==> src/rtl/ah_div_arbiter.sv <==
// Round-robin front end that shares one pipelined signed divider among NREQ clients
// and steers each result back to its issuer through a latency-matched tag delay line.
module ah_div_arbiter #(
    parameter int NREQ    = 4,
    parameter int WIDTH   = 64,
    parameter int LATENCY = 11,
    parameter int MAX_OUT = 11
) (
    input  logic                    clk,
    input  logic                    rstn,
    input  logic                    enable,
    input  logic [NREQ-1:0]         req,
    input  logic [NREQ*WIDTH-1:0]   req_dividend,
    input  logic [NREQ*WIDTH-1:0]   req_divisor,
    output logic [NREQ-1:0]         gnt,
    output logic                    div_start,
    output logic [WIDTH-1:0]        div_dividend,
    output logic [WIDTH-1:0]        div_divisor,
    input  logic                    div_data_valid,
    input  logic [WIDTH-1:0]        div_quotient,
    input  logic                    div_by_zero,
    output logic [NREQ-1:0]         rsp_valid,
    output logic [WIDTH-1:0]        rsp_quotient,
    output logic                    rsp_div_by_zero,
    output logic                    busy,
    output logic                    err
);

    localparam int          IDW = $clog2(NREQ);
    localparam int          CW  = $clog2(MAX_OUT + 1);
    localparam int unsigned NR  = NREQ;

    logic [IDW-1:0]   ptr_q, ptr_d;
    logic [CW-1:0]    out_cnt_q, out_cnt_d;
    logic             div_start_q;
    logic [WIDTH-1:0] div_dividend_q, div_divisor_q;
    logic [IDW-1:0]   issue_id_q;
    logic [LATENCY-1:0] tag_v_q;
    logic [IDW-1:0]   tag_id_q [LATENCY];
    logic [NREQ-1:0]  rsp_valid_q, rsp_valid_d;
    logic [WIDTH-1:0] rsp_quotient_q;
    logic             rsp_div_by_zero_q;
    logic             busy_q;
    logic             err_q, err_d;

    logic             gnt_en;
    logic             found;
    logic [IDW-1:0]   gnt_id;
    logic             tail_v;
    logic [IDW-1:0]   tail_id;

    assign tail_v  = tag_v_q[LATENCY-1];
    assign tail_id = tag_id_q[LATENCY-1];

    // Grant search starts at ptr and wraps; the first requester found wins.
    always_comb begin
        int unsigned idx;
        idx    = 0;
        found  = 1'b0;
        gnt_id = '0;
        gnt_en = rstn && enable && (req != '0) && (out_cnt_q < CW'(MAX_OUT));
        for (int unsigned k = 0; k < NR; k++) begin
            idx = (32'(ptr_q) + k) % NR;
            if (!found && req[idx]) begin
                found  = 1'b1;
                gnt_id = IDW'(idx);
            end
        end
        gnt = '0;
        if (gnt_en) begin
            gnt[gnt_id] = 1'b1;
        end
    end

    always_comb begin
        ptr_d = ptr_q;
        if (gnt_en) begin
            ptr_d = (gnt_id == IDW'(NREQ - 1)) ? '0 : gnt_id + IDW'(1);
        end

        out_cnt_d = out_cnt_q;
        case ({gnt_en, div_data_valid})
            2'b10:   out_cnt_d = out_cnt_q + CW'(1);
            2'b01:   out_cnt_d = (out_cnt_q != '0) ? out_cnt_q - CW'(1) : '0;
            default: out_cnt_d = out_cnt_q;
        endcase

        rsp_valid_d = '0;
        if (div_data_valid && tail_v) begin
            rsp_valid_d[tail_id] = 1'b1;
        end

        err_d = err_q | (div_data_valid != tail_v);
    end

    always_ff @(posedge clk) begin
        if (!rstn) begin
            ptr_q             <= '0;
            out_cnt_q         <= '0;
            div_start_q       <= 1'b0;
            div_dividend_q    <= '0;
            div_divisor_q     <= '0;
            issue_id_q        <= '0;
            tag_v_q           <= '0;
            rsp_valid_q       <= '0;
            rsp_quotient_q    <= '0;
            rsp_div_by_zero_q <= 1'b0;
            busy_q            <= 1'b0;
            err_q             <= 1'b0;
        end else begin
            ptr_q       <= ptr_d;
            out_cnt_q   <= out_cnt_d;
            busy_q      <= (out_cnt_d != '0);
            err_q       <= err_d;
            div_start_q <= gnt_en;
            if (gnt_en) begin
                div_dividend_q <= req_dividend[gnt_id*WIDTH +: WIDTH];
                div_divisor_q  <= req_divisor[gnt_id*WIDTH +: WIDTH];
                issue_id_q     <= gnt_id;
            end
            // Stage 0 captures the start pulse so the tail lines up with div_data_valid.
            tag_v_q[0] <= div_start_q;
            for (int unsigned s = 1; s < LATENCY; s++) begin
                tag_v_q[s] <= tag_v_q[s-1];
            end
            rsp_valid_q <= rsp_valid_d;
            if (div_data_valid && tail_v) begin
                rsp_quotient_q    <= div_quotient;
                rsp_div_by_zero_q <= div_by_zero;
            end
        end
    end

    // Tag ids carry no meaning unless the matching valid bit is set, so they need no reset.
    always_ff @(posedge clk) begin
        tag_id_q[0] <= issue_id_q;
        for (int unsigned s = 1; s < LATENCY; s++) begin
            tag_id_q[s] <= tag_id_q[s-1];
        end
    end

    assign div_start       = div_start_q;
    assign div_dividend    = div_dividend_q;
    assign div_divisor     = div_divisor_q;
    assign rsp_valid       = rsp_valid_q;
    assign rsp_quotient    = rsp_quotient_q;
    assign rsp_div_by_zero = rsp_div_by_zero_q;
    assign busy            = busy_q;
    assign err             = err_q;

endmodule

==> config.mk <==
export PLATFORM = sky130hd
export DESIGN_NAME = ah_div_arbiter
export DESIGN_NICKNAME = d
export VERILOG_FILES = /design/src/rtl/ah_div_arbiter.sv
export SDC_FILE = /design/constraint.sdc
export NUM_CORES = 1
export LEC_CHECK = 0
export BUFFER_PORTS_ARGS = -buffer_cell sky130_fd_sc_hd__clkbuf_2
export CAP_MARGIN = 5
export CELL_PAD_IN_SITES_DETAIL_PLACEMENT = 1
export CELL_PAD_IN_SITES_GLOBAL_PLACEMENT = 2
export CORE_AREA = 4 4 304 306
export CTS_CLUSTER_SIZE = 8
export DETAILED_ROUTE_END_ITERATION = 10
export DIE_AREA = 0 0 308 310
export GPL_TIMING_DRIVEN = 0
export PLACE_DENSITY_LB_ADDON = 0.1
export SKIP_LAST_GASP = 1
export SYNTH_ARGS = -nofsm -noshare
export SYNTH_HDL_FRONTEND = slang
export SYNTH_SLANG_ARGS = --single-unit
==> constraint.sdc <==
create_clock -name clk -period 2.9 [get_ports clk]
set_input_delay 0.29 -clock clk [delete_from_list [all_inputs] [get_ports clk]]
set_output_delay 0.29 -clock clk [all_outputs]
set_load 0.005 [all_outputs]
Yosys cells after proc, flatten, opt, wreduce, memory -nomap -nowiden
Memories as Yosys holds them, arrays and structs flattened.
Cells that the tools add are included.
{"block": "op_classes", "shifts": 2, "n_reduce_logical": 16, "eq_ne": 4, "addsub": 6, "order_cmp": 9, "muxes": 23, "bitwise_logic": 1}
{"cell": "$shiftx A256 B9 Y64", "count": 2}
{"cell": "$lt A2 B3 Y1 const B", "count": 6}
{"cell": "$reduce_bool A4 Y1", "count": 3}
{"cell": "$mux W2", "count": 5}
{"cell": "$logic_and A1 B1 Y1", "count": 9}
{"cell": "$mux W1", "count": 9}
{"cell": "$bmux W1 S2", "count": 4}
{"cell": "$mux W4", "count": 2}
{"cell": "$pmux W4 S2", "count": 1}
{"cell": "$add A2 B1 Y2 const B", "count": 2}
{"cell": "$add A2 B2 Y2 const B", "count": 2}
{"cell": "$add A4 B1 Y4 const B", "count": 1}
{"cell": "$demux W1 S2", "count": 2}
{"cell": "$eq A2 B2 Y1 const B", "count": 2}
{"cell": "$ge A2 B1 Y1 const B", "count": 2}
{"cell": "$lt A4 B4 Y1 const B", "count": 1}
{"cell": "$sub A4 B1 Y4 const B", "count": 1}
{"cell": "$logic_not A1 Y1", "count": 3}
{"cell": "$eq A2 B1 Y1 const B", "count": 1}
{"cell": "$reduce_and A2 Y1", "count": 1}
{"cell": "$ne A1 B1 Y1", "count": 1}
{"cell": "$or A1 B1 Y1", "count": 1}
{"block": "totals", "output_inout_bits": 204, "inputBits": 585, "n_memories": 1, "ff_bits": 219, "elab_cells": 74, "ram_bits": 22}
{"memory": "tag_id_q", "words": 11, "word_bits": 2, "rd": 11, "rd_ports_with_merged_regs": 0, "wr": 11, "line": "39", "source": "logic [IDW-1:0] tag_id_q [LATENCY];"}

Depth between registers and ports, before layout
Gate-level depths: netlist of run 1.
{"block": "logic_depth", "word_depth": 17, "depth_mapped": 10, "mapped_depth_nobuf": 9}

Least setup slack after synthesis of run 1
Ideal clock, no wire load.
{"block": "synth_timing", "kind": "register -> register", "from": "reg out_cnt_q[0]", "to": "reg busy_q, in the netlist busy", "path_buffers": 2, "required_time_ps": 2766, "slack_ps": 200, "stages_incl_launch_ff": 11, "period_less_slack_ps": 2700, "setup_ps": 134, "arrival_time_ps": 2566, "cell_sequence": "dfxtp_1 > ha_1 > o21ai_1 > and4_4 > buf_1 > ha_1 > clkbuf_1 > a21oi_1 > nor2b_1 > o311a_1 > or4_1"}
{"block": "synth_via", "elab_chain_len": 5, "elab_cells_between_ends": 10, "classes_between": "add/sub (2); order compare (1); eq/ne (2); mux (2); reduce/logical (3)"}
{"element": "from (decl)", "line": "34", "source": "logic [CW-1:0] out_cnt_q, out_cnt_d;"}
{"element": "from (signal assigned)", "line": "112", "source": "out_cnt_q <= out_cnt_d;"}
{"element": "$lt A4 B4 Y1 (*)", "line": "61", "source": "gnt_en = rstn && enable && (req != '0) && (out_cnt_q < CW'(MAX_OUT));"}
{"element": "$logic_and A1 B1 Y1 (*)", "line": "61"}
{"element": "via gnt_en", "line": "46", "source": "logic gnt_en;"}
{"element": "$eq A2 B1 Y1 or $eq A2 B2 Y1 (tied branches)", "line": "82", "source": "case ({gnt_en, div_data_valid})"}
{"element": "$pmux W4 S2 (*)", "line": "82"}
{"element": "$reduce_bool A4 Y1 (*)", "line": "113", "source": "busy_q <= (out_cnt_d != '0);"}
{"element": "to (signal assigned)", "line": "113"}
{"element": "to (decl)", "line": "43", "source": "logic busy_q;"}
The timed path passes the listed nets; every way through them passes the cells marked *.
A chain may end at the register's enable or synchronous reset.

Final worst setup path of run 1
{"block": "layout_timing", "from": "reg out_cnt_q[0]", "to": "reg busy_q, in the netlist busy"}
{"block": "layout_via", "elab_chain_len": 5, "elab_cells_between_ends": 10, "classes_between": "add/sub (2); order compare (1); eq/ne (2); mux (2); reduce/logical (3)"}
{"element": "$lt A4 B4 Y1", "line": "61"}
{"element": "$logic_and A1 B1 Y1", "line": "61"}
{"element": "$eq A2 B1 Y1 or $eq A2 B2 Y1 (tied branches)", "line": "82"}
{"element": "$pmux W4 S2 (*)", "line": "82"}
{"element": "$reduce_bool A4 Y1 (*)", "line": "113"}
Every way passes the cells marked *; elsewhere a longest branch is shown, timed or not.

==> reports/qor.txt, run 1 <==
First-pass GRT wire length -> 101 mm
Post-synthesis cell count -> 1,068
Avg Cell Area, Syn -> 11.1 sq um
Number of port buffers -> 787
Setup Skew -> 0.0214 ns
Top_reg_cell synth -> dfxtp_1
Post-CTS Setup Bufs -> 0
Total Routing Usage GR -> 14.7%
Leakage power -> 0.00928 uW
Final #Nets -> 2,551
Hold EP -> rsp_quotient[44]
Clock transition at path regs -> 0.05 ns
H-Tree Level Count -> 2
Die Ht -> 310 um
Final Instance Area -> 0.0189 sq mm
CTS Buffer Depth -> 3
Initial DRC count -> 483
DR pass1 iterations -> 4
Global route overflow -> 0
Routed vias -> 11,900
Net Count, Synth -> 1,663
RD Place Congestion -> 0.796
Max_cap viols -> 0
Critical hold path startpoint -> div_quotient[44]
Arr. time, crit path -> 3.15 ns
Setup crit start kind -> flip-flop
Post-DP HPWL -> 62.0 mm
WL final -> 74.1 mm
Fillers -> 10,500
RSZ-0062 raised after global routing -> true
Critical path endpoint category -> flip-flop
Worst slew pin tran -> 0.811 ns
Initial Util -> 13.2%
Post-Syn Area -> 0.0118 sq mm
Final setup viols -> 0
Root Buffer Master -> clkbuf_16
Worst Path Required -> 3.32 ns
DRC viols -> 0
Critical R2R Capture -> busy
Core area -> 0.0896 sq mm
Routed length per instance -> 23.5 um
YS warnings -> 0
Max Clock Freq -> 0.367 GHz
Horiz. Die Dim -> 308 um
Placed instance area -> 0.0172 sq mm
Sequential area share after synthesis -> 40.8%
Hold-critical path depth -> 3
Worst hold margin -> 0.0396 ns
Antenna Nets Post-Route -> 0
Die area -> 0.0955 sq mm
FF/Latch Area -> 0.00482 sq mm
Ports -> 789
PD cells -> 565 mW/mm^2
Final period utilization -> 94.0%
Vias per inst -> 3.78
Setup TNS Final -> 0 ns
Crit path kind -> reg2reg
Worst VDD drop -> 0.374 mV
Worst-Skew Late Latency -> 0.56 ns
Area of the multi-input gates -> 0.00634 sq mm
Vias in the first global route -> 13,400
Largest net degree at the start of global routing -> 21
EDFF count, synth -> 0
FF-to-FF path depth -> 8
Synthesis-to-layout area growth -> 60.0%
Synth Register Bits -> 241
Post-layout minimum cycle time -> 2.73 ns
Relative slew slack -> 45.9%
R2r startpoint -> out_cnt_q[0]
Cell variety after synth -> 42
Initial antenna violation count -> 10
Share of cells above drive strength 1 -> 52.0%
Worst Hold Class -> in2reg
Outcome -> completed
Critical path peak fanout -> 13
Final hold vios -> 0
CTS tree -> done
Reg2reg setup slack -> 0.17 ns
Std cell rows -> 110
Pins Over Slew Limit -> 0
Clk sinks -> 241
CTS buffer count -> 37
Asr flop ratio synth -> 0%
## critical path, cell delays in order, from the launching register on
cell and delay [ns]:
dfxtp_1 0.36, ha_1 0.28, o21ai_1 0.19, and4_4 0.39, ha_1 0.38, a21oi_1 0.17
nor2b_1 0.06, o311a_1 0.36, or4_1 0.41
## layout make-up
type / instances / area share (%)
inverter: 9 / 0.179
buffer: 87 / 3.26
antenna: 4 / 0.0529
sequential: 241 / 25.5
clock inverter: 5 / 0.403
clock buffer: 46 / 5.07
multi-input combinational: 728 / 33.5
tap: 1176 / 7.78
timing repair buffer: 852 / 24.3
## how the worst max path moves through the flow
stage	startpoint	endpoint	slack, ns	cells after the start
after detailed placement	req[0]	busy	-0.42	10
final	out_cnt_q[0]	busy	0.17	8
after CTS	out_cnt_q[0]	busy	0.03	9
after global placement	req[0]	busy	-0.39	10
after global routing	out_cnt_q[0]	busy	-0.04	9
after floorplan	out_cnt_q[0]	busy	0.20	10
## layer usage
metal	up-vias	wire (um)	global-route usage, %
li1	5722	-	-
met1	5674	29400	17.0
met2	435	38600	27.2
met3	63	5180	4.26
met4	4	986	2.39
met5	-	27	0
## placed cells by master (no fill, tap or decap), drive strengths merged, types with 2 or more instances in the layout
cell type    netlist  routed
a21oi              6       6
and2              15      15
and4               2       2
buf               79      77
clkbuf            11     843
clkinv             1       5
dfxtp            241     241
diode              0       4
dlygate4sd3        0      65
ha                10      10
inv                8       9
mux2i            322     322
nand2            137     137
nand3              2       2
nor2              72      72
nor2b              7       7
nor3               3       3
nor3b              2       2
o21ai              8       8
o221ai           129     129
or4                2       2
## cells by family (layout without fill, tap and decap cells)
family	Yosys count	after routing	synth area share, %
adder cells (fa/ha/maj)	10	10	1.06
AO/OA/AOI/OAI	150	150	16.2
flip-flops	241	241	40.8
buffers and inverters	99	999	5.60
other	0	4	0
multiplexers	322	322	27.3
AND/OR/NAND/NOR	246	246	9.08
## sequential cells by signal, summed over array words and instances, names as in the netlist, 2 cells and up
register and count:
div_dividend 64, div_divisor 64, issue_id_q 2, out_cnt_q 4
ptr_q 2, rsp_quotient 64, rsp_valid 4, tag_id_q 22
tag_v_q 11
## Yosys cell counts, types with 3 or more instances
master,n,area [sq um]
buf_2,26,130
buf_1,7,26.3
clkbuf_1,10,37.5
nor2b_1,6,37.5
mux2i_1,322,3220
nand2_1,125,469
buf_6,18,203
o221ai_2,106,1590
o21ai_1,6,30.0
inv_1,6,22.5
nor2_1,71,267
and2_1,15,93.8
nand2_2,12,75.1
o221ai_1,23,201
nor3_1,3,15.0
buf_4,27,203
dfxtp_1,241,4820
a21oi_1,6,30.0
ha_1,10,125
## metrics by stage
stage | power (uW) | std cells | setup slack (ns) | util [%]
4_1_cts | 11100 | 3145 | 0.0251 | 21.1
3_5_place_dp | 6740 | 3031 | -0.424 | 19.2
6_report | 10700 | 3148 | 0.175 | 21.1
5_1_grt | 11300 | 3145 | -0.0391 | 21.1
3_3_place_gp | 6730 | 3031 | -0.385 | 19.2
2_1_floorplan | 5280 | 1068 | 0.200 | -
## report_power, final
part	switching (uW)	leakage (uW)	internal (uW)
clock	1730	0.000503	2330
sequential	173	0.00197	3620
combinational	1560	0.00680	1280
## timing repair
| action | CTS | global route |
|---|---|---|
| hold endpoints to repair | 65 | 0 |
| hold buffers | 65 | 0 |
| pin swaps | 0 | 0 |
| endpoints found under the setup margin | 4 | 3 |
| gates resized for setup | 0 | 1 |
No activity file was read; power rests on OpenSTA's default activity.
==> run 2: changes to the inputs <==
--- a/config.mk
+++ b/config.mk
@@ -15,6 +15,7 @@
 export DIE_AREA = 0 0 308 310
 export GPL_TIMING_DRIVEN = 0
 export PLACE_DENSITY_LB_ADDON = 0.1
+export SETUP_SLACK_MARGIN = 0.3
 export SKIP_LAST_GASP = 1
 export SYNTH_ARGS = -nofsm -noshare
 export SYNTH_HDL_FRONTEND = slang
==> reports/qor.txt, run 2 (same netlist as run 1, synthesis figures left out) <==
Ports -> 789
Post-layout minimum cycle time -> 2.53 ns
Arr. time, crit path -> 2.96 ns
CTS tree -> done
Fin util -> 21.6%
DR pass1 iterations -> 4
Synthesis-to-layout area growth -> 63.4%
First-pass GRT wire length -> 102 mm
Tot Pwr -> 10,900 uW
DRC viols -> 0
Total Routing Usage GR -> 14.9%
Routed length per instance -> 23.6 um
Number of port buffers -> 787
Worst-Skew Late Latency -> 0.57 ns
Antenna Nets Post-Route -> 0
R2r startpoint -> out_cnt_q[0]
RSZ-0062 raised after global routing -> true
Critical path endpoint category -> flip-flop
Core area -> 0.0896 sq mm
Die Ht -> 310 um
Net Sw Power -> 3490 uW
Crit path cell chain -> ha_4 -> o21ai_2 -> and4_4 -> buf_6 -> ha_1 -> clkbuf_4 -> a21oi_2 -> nor2b_1 -> o311a_1 -> or4_4
Clock transition at path regs -> 0.06 ns
CTS Buffer Depth -> 3
Crit-path max cell delay -> 0.43 ns
Fillers -> 10,500
Comb pwr share -> 26.7%
Global route overflow -> 0
Initial DRC count -> 388
FF/Latch Area -> 0.00483 sq mm
WL final -> 75.0 mm
Final #Nets -> 2,579
Leakage power -> 0.00943 uW
H-Tree Level Count -> 2
PD cells -> 563 mW/mm^2
Relative slew slack -> 44.2%
Critical path peak fanout -> 10
Worst VDD drop -> 0.327 mV
Inst Count DP -> 3,031
Root Buffer Master -> clkbuf_16
Horiz. Die Dim -> 308 um
Post-DP HPWL -> 62.4 mm
Sequential power share -> 34.8%
Outcome -> completed
Vias in the first global route -> 13,600
Pins Over Slew Limit -> 0
Critical R2R Capture -> busy
Setup crit start kind -> flip-flop
Max_cap viols -> 0
Final WS setup -> 0.371 ns
Hold-critical path depth -> 3
Commonest non-fill, non-tap cells in the layout -> clkbuf_2 (786), mux2i_1 (320), dfxtp_1 (238)
Setup Skew -> 0.0288 ns
Worst Path Required -> 3.33 ns
Final period utilization -> 87.2%
FF-to-FF path depth -> 10
Initial Util -> 13.2%
Pre-CTS setup slack -> -0.214 ns
Worst Hold Class -> in2reg
Crit path kind -> reg2reg
Reg2reg setup slack -> 0.37 ns
Commonest non-fill, non-tap cell in the layout -> clkbuf_2
Die area -> 0.0955 sq mm
Routed vias -> 12,000
RD Place Congestion -> 0.775
Crit path to -> busy
Switching share of power -> 32.1%
Worst hold margin -> 0.0531 ns
Internal -> 7400 uW
Slowest-stage cell, CP -> or4_4
Std cell rows -> 110
Area of the multi-input gates -> 0.00637 sq mm
Largest net degree at the start of global routing -> 13
Clk sinks -> 241
Worst slew pin tran -> 0.837 ns
Max Clock Freq -> 0.395 GHz
Clock share of power -> 38.4%
Final setup viols -> 0
Share of cells above drive strength 1 -> 52.3%
Vias per inst -> 3.78
Worst Setup SP -> out_cnt_q[0]
Initial antenna violation count -> 14
Non-Filler Instances -> 3,181
CTS buffer count -> 37
Final hold vios -> 0
## run 2: critical path, delay by kind of cell (launching register included)
family                     cells  cell delay, ns
buffers and inverters          2            0.32
adders and majority gates      2            0.41
AOI/OAI and AO/OA              3            0.60
DFF                            1            0.35
and+or+nand+nor                3            0.72
## run 2: area by class of cell
type / count / share of cell area (%)
multi-input combinational: 728 / 33.0
timing repair buffer: 877 / 25.0
sequential: 241 / 25.0
tap: 1176 / 7.62
clock buffer: 48 / 5.21
buffer: 90 / 3.43
clock inverter: 3 / 0.466
inverter: 9 / 0.175
antenna: 9 / 0.117
## run 2: per-stage QoR
step	TNS (ns)	area, sq um
finish	0	19300
global route	0	19300
CTS	0	19300
detailed placement	-0.214	17200
global placement	-0.198	17200
floorplan	0	11800
## run 2: how the worst min path moves through the flow
| stage | from | endpoint |
|---|---|---|
| 2_1_floorplan | tag_id_q[9][0] | tag_id_q[10][0] |
| 3_3_place_gp | tag_id_q[5][0] | tag_id_q[6][0] |
| 3_5_place_dp | tag_id_q[5][1] | tag_id_q[6][1] |
| 4_1_cts | req_dividend[89] | div_dividend[25] |
| 5_1_grt | req_divisor[252] | div_divisor[60] |
| 6_report | req_divisor[252] | div_divisor[60] |
## run 2: layer usage
| metal | part of all wire [%] | track usage, % | up-vias | wire, um |
|---|---|---|---|---|
| met3 | 7.0 | 4.31 | 65 | 5270 |
| met4 | 1.5 | 3.23 | 6 | 1120 |
| met5 | 0.064 | 0 | - | 48 |
| met1 | 39 | 16.8 | 5759 | 29100 |
| li1 | - | - | 5768 | - |
| met2 | 53 | 27.7 | 440 | 39500 |
## run 2: power by group through the flow
stage	Combinational, uW	Sequential [uW]	Clock (uW)
after global placement	2890	3850	0
after floorplan	1420	3850	0
after global routing	3180	3830	4550
after detailed placement	2890	3860	0
after CTS	3040	3800	4450
final	2910	3790	4180
## run 2: repair_timing
| action | in CTS | in global routing |
|---|---|---|
| gates resized for setup | 14 | 8 |
| setup buffers | 5 | 0 |
| hold buffers | 85 | 0 |
| pin swaps | 1 | 1 |
| endpoints found under the hold margin | 77 | 0 |
| endpoints found under the setup margin | 5 | 13 |
==> run 3: changes to the inputs <==
--- a/config.mk
+++ b/config.mk
@@ -15,8 +15,10 @@
 export DIE_AREA = 0 0 308 310
 export GPL_TIMING_DRIVEN = 0
 export PLACE_DENSITY_LB_ADDON = 0.1
+export RECOVER_POWER = 100
 export SETUP_SLACK_MARGIN = 0.3
 export SKIP_LAST_GASP = 1
 export SYNTH_ARGS = -nofsm -noshare
 export SYNTH_HDL_FRONTEND = slang
 export SYNTH_SLANG_ARGS = --single-unit
+export TNS_END_PERCENT = 30
==> reports/qor.txt, run 3 (same netlist as run 1, synthesis figures left out) <==
Initial antenna violation count -> 14
Clk sinks -> 241
Number of port buffers -> 787
Tot Pwr -> 10,700 uW
Met3 Routed Length -> 5.32 mm
Antenna Nets Post-Route -> 0
Worst-Skew Late Latency -> 0.57 ns
Share of cells above drive strength 1 -> 40.4%
Ports -> 789
RSZ-0062 raised after global routing -> true
Routed length per instance -> 23.6 um
Vias per inst -> 3.79
Inst Count DP -> 3,031
Crit-path most repeated cell -> ha_1
Worst VDD drop -> 0.330 mV
Die area -> 0.0955 sq mm
Max_cap viols -> 0
Pre-CTS setup slack -> -0.214 ns
CTS tree -> done
Core area -> 0.0896 sq mm
Crit-path max cell delay -> 0.44 ns
Worst Hold Class -> in2reg
Vias in the first global route -> 13,600
Pins Over Slew Limit -> 0
Outcome -> completed
Worst slew pin tran -> 0.832 ns
FF/Latch Area -> 0.00483 sq mm
Relative slew slack -> 44.5%
Initial Util -> 13.2%
Root Buffer Master -> clkbuf_16
Largest net degree at the start of global routing -> 13
H-Tree Level Count -> 2
Final hold vios -> 0
M1 wire length -> 29.2 mm
Worst Path Required -> 3.32 ns
Post-DP HPWL -> 62.4 mm
Commonest non-fill, non-tap cell in the layout -> clkbuf_2
Non-Filler Instances -> 3,181
Clock transition at path regs -> 0.06 ns
DR pass1 iterations -> 4
Final WS setup -> 0.280 ns
Slowest-stage cell, CP -> or4_1
Initial DRC count -> 354
CTS buffer count -> 37
Synthesis-to-layout area growth -> 58.7%
Critical path peak fanout -> 10
Die Ht -> 310 um
Setup crit start kind -> flip-flop
RD Place Congestion -> 0.775
DRC viols -> 0
Routed vias -> 12,100
Horiz. Die Dim -> 308 um
Total Routing Usage GR -> 14.9%
Met2 WL -> 39.4 mm
Area of the multi-input gates -> 0.00611 sq mm
Final setup viols -> 0
CTS Buffer Depth -> 3
Crit path cell chain -> ha_1 -> o21ai_2 -> and4_4 -> buf_6 -> ha_1 -> clkbuf_4 -> a21oi_2 -> nor2b_1 -> o311a_1 -> or4_1
Leakage power -> 0.00874 uW
Worst hold margin -> 0.0528 ns
Uppermost layer routed -> met5
Arr. time, crit path -> 3.04 ns
Final #Nets -> 2,579
Max Clock Freq -> 0.382 GHz
Setup Skew -> 0.0287 ns
Setup TNS Final -> 0 ns
WL final -> 75.2 mm
First-pass GRT wire length -> 102 mm
Post-layout minimum cycle time -> 2.62 ns
Commonest non-fill, non-tap cells in the layout -> clkbuf_2 (618), mux2i_1 (322), dfxtp_1 (240)
Fillers -> 10,600
Std cell rows -> 110
Final period utilization -> 90.4%
Global route overflow -> 0
PD cells -> 572 mW/mm^2
Critical path endpoint category -> flip-flop
Crit path kind -> reg2reg
==> run 3: cell types whose count changed in the layout (fill, tap and decap cells not counted), moves of 4 or more <==
cell	before	now
buf_1	6	2
and2_1	15	9
buf_2	25	13
buf_4	32	24
clkbuf_1	16	212
and2_0	0	6
clkbuf_2	786	618
o221ai_2	106	68
o221ai_1	23	61
==> run 3: routing by layer <==
layer | GRT usage [%] | vias to the layer above
met3 | 4.31 | 70
met4 | 3.23 | 6
met5 | 0 | -
met1 | 16.8 | 5787
met2 | 27.7 | 433
li1 | - | 5772
==> run 3: what timing repair did <==
action,4_1_cts,5_1_grt
endpoints found under the setup margin,5,13
buffers inserted,5,0
hold buffers,85,0
pin swaps,1,1
resized for setup,11,8
hold endpoints to repair,77,0
==> run 3: power by group <==
| part | switching [uW] | total (uW) | leakage, uW | internal [uW] |
|---|---|---|---|---|
| clock network | 1760 | 4190 | 0.000527 | 2440 |
| logic | 1530 | 2760 | 0.00624 | 1220 |
| registers | 167 | 3790 | 0.00197 | 3620 |
| total | 3460 | 10700 | 0.00874 | 7280 |
==> run 3: final timing paths <==
path                     from  slack [ns]  depth (start not counted)         endpoint
max              out_cnt_q[0]        0.28                         10             busy
min          req_divisor[253]        0.05                          3  div_divisor[61]
max reg2reg      out_cnt_q[0]        0.28                         10             busy
min reg2reg    tag_id_q[4][0]        0.30                          0   tag_id_q[5][0]
==> run 3: cell type report <==
type | instances | share of cell area, %
Antenna cell | 9 | 0.120
Buffer | 90 | 3.27
Clock buffer | 48 | 5.37
Clock inverter | 3 | 0.480
Inverter | 9 | 0.180
Multi-Input combinational cell | 728 | 32.6
Sequential cell | 241 | 25.7
Tap cell | 1176 | 7.84
Timing Repair Buffer | 877 | 24.5
==> run 3: stage by stage <==
stage	util [%]	area, sq um
floorplan	-	11800
global placement	19.2	17200
detailed placement	19.2	17200
CTS	21.5	19300
global route	20.9	18800
finish	20.9	18800
==> run 3: worst max-delay path, delay by kind of cell (launching register included) <==
kind                       cells  cell delay [ns]
adders and majority gates      2             0.48
DFF                            1             0.34
AOI/OAI and AO/OA              3             0.61
buffers and inverters          2             0.31
and+or+nand+nor                3             0.73
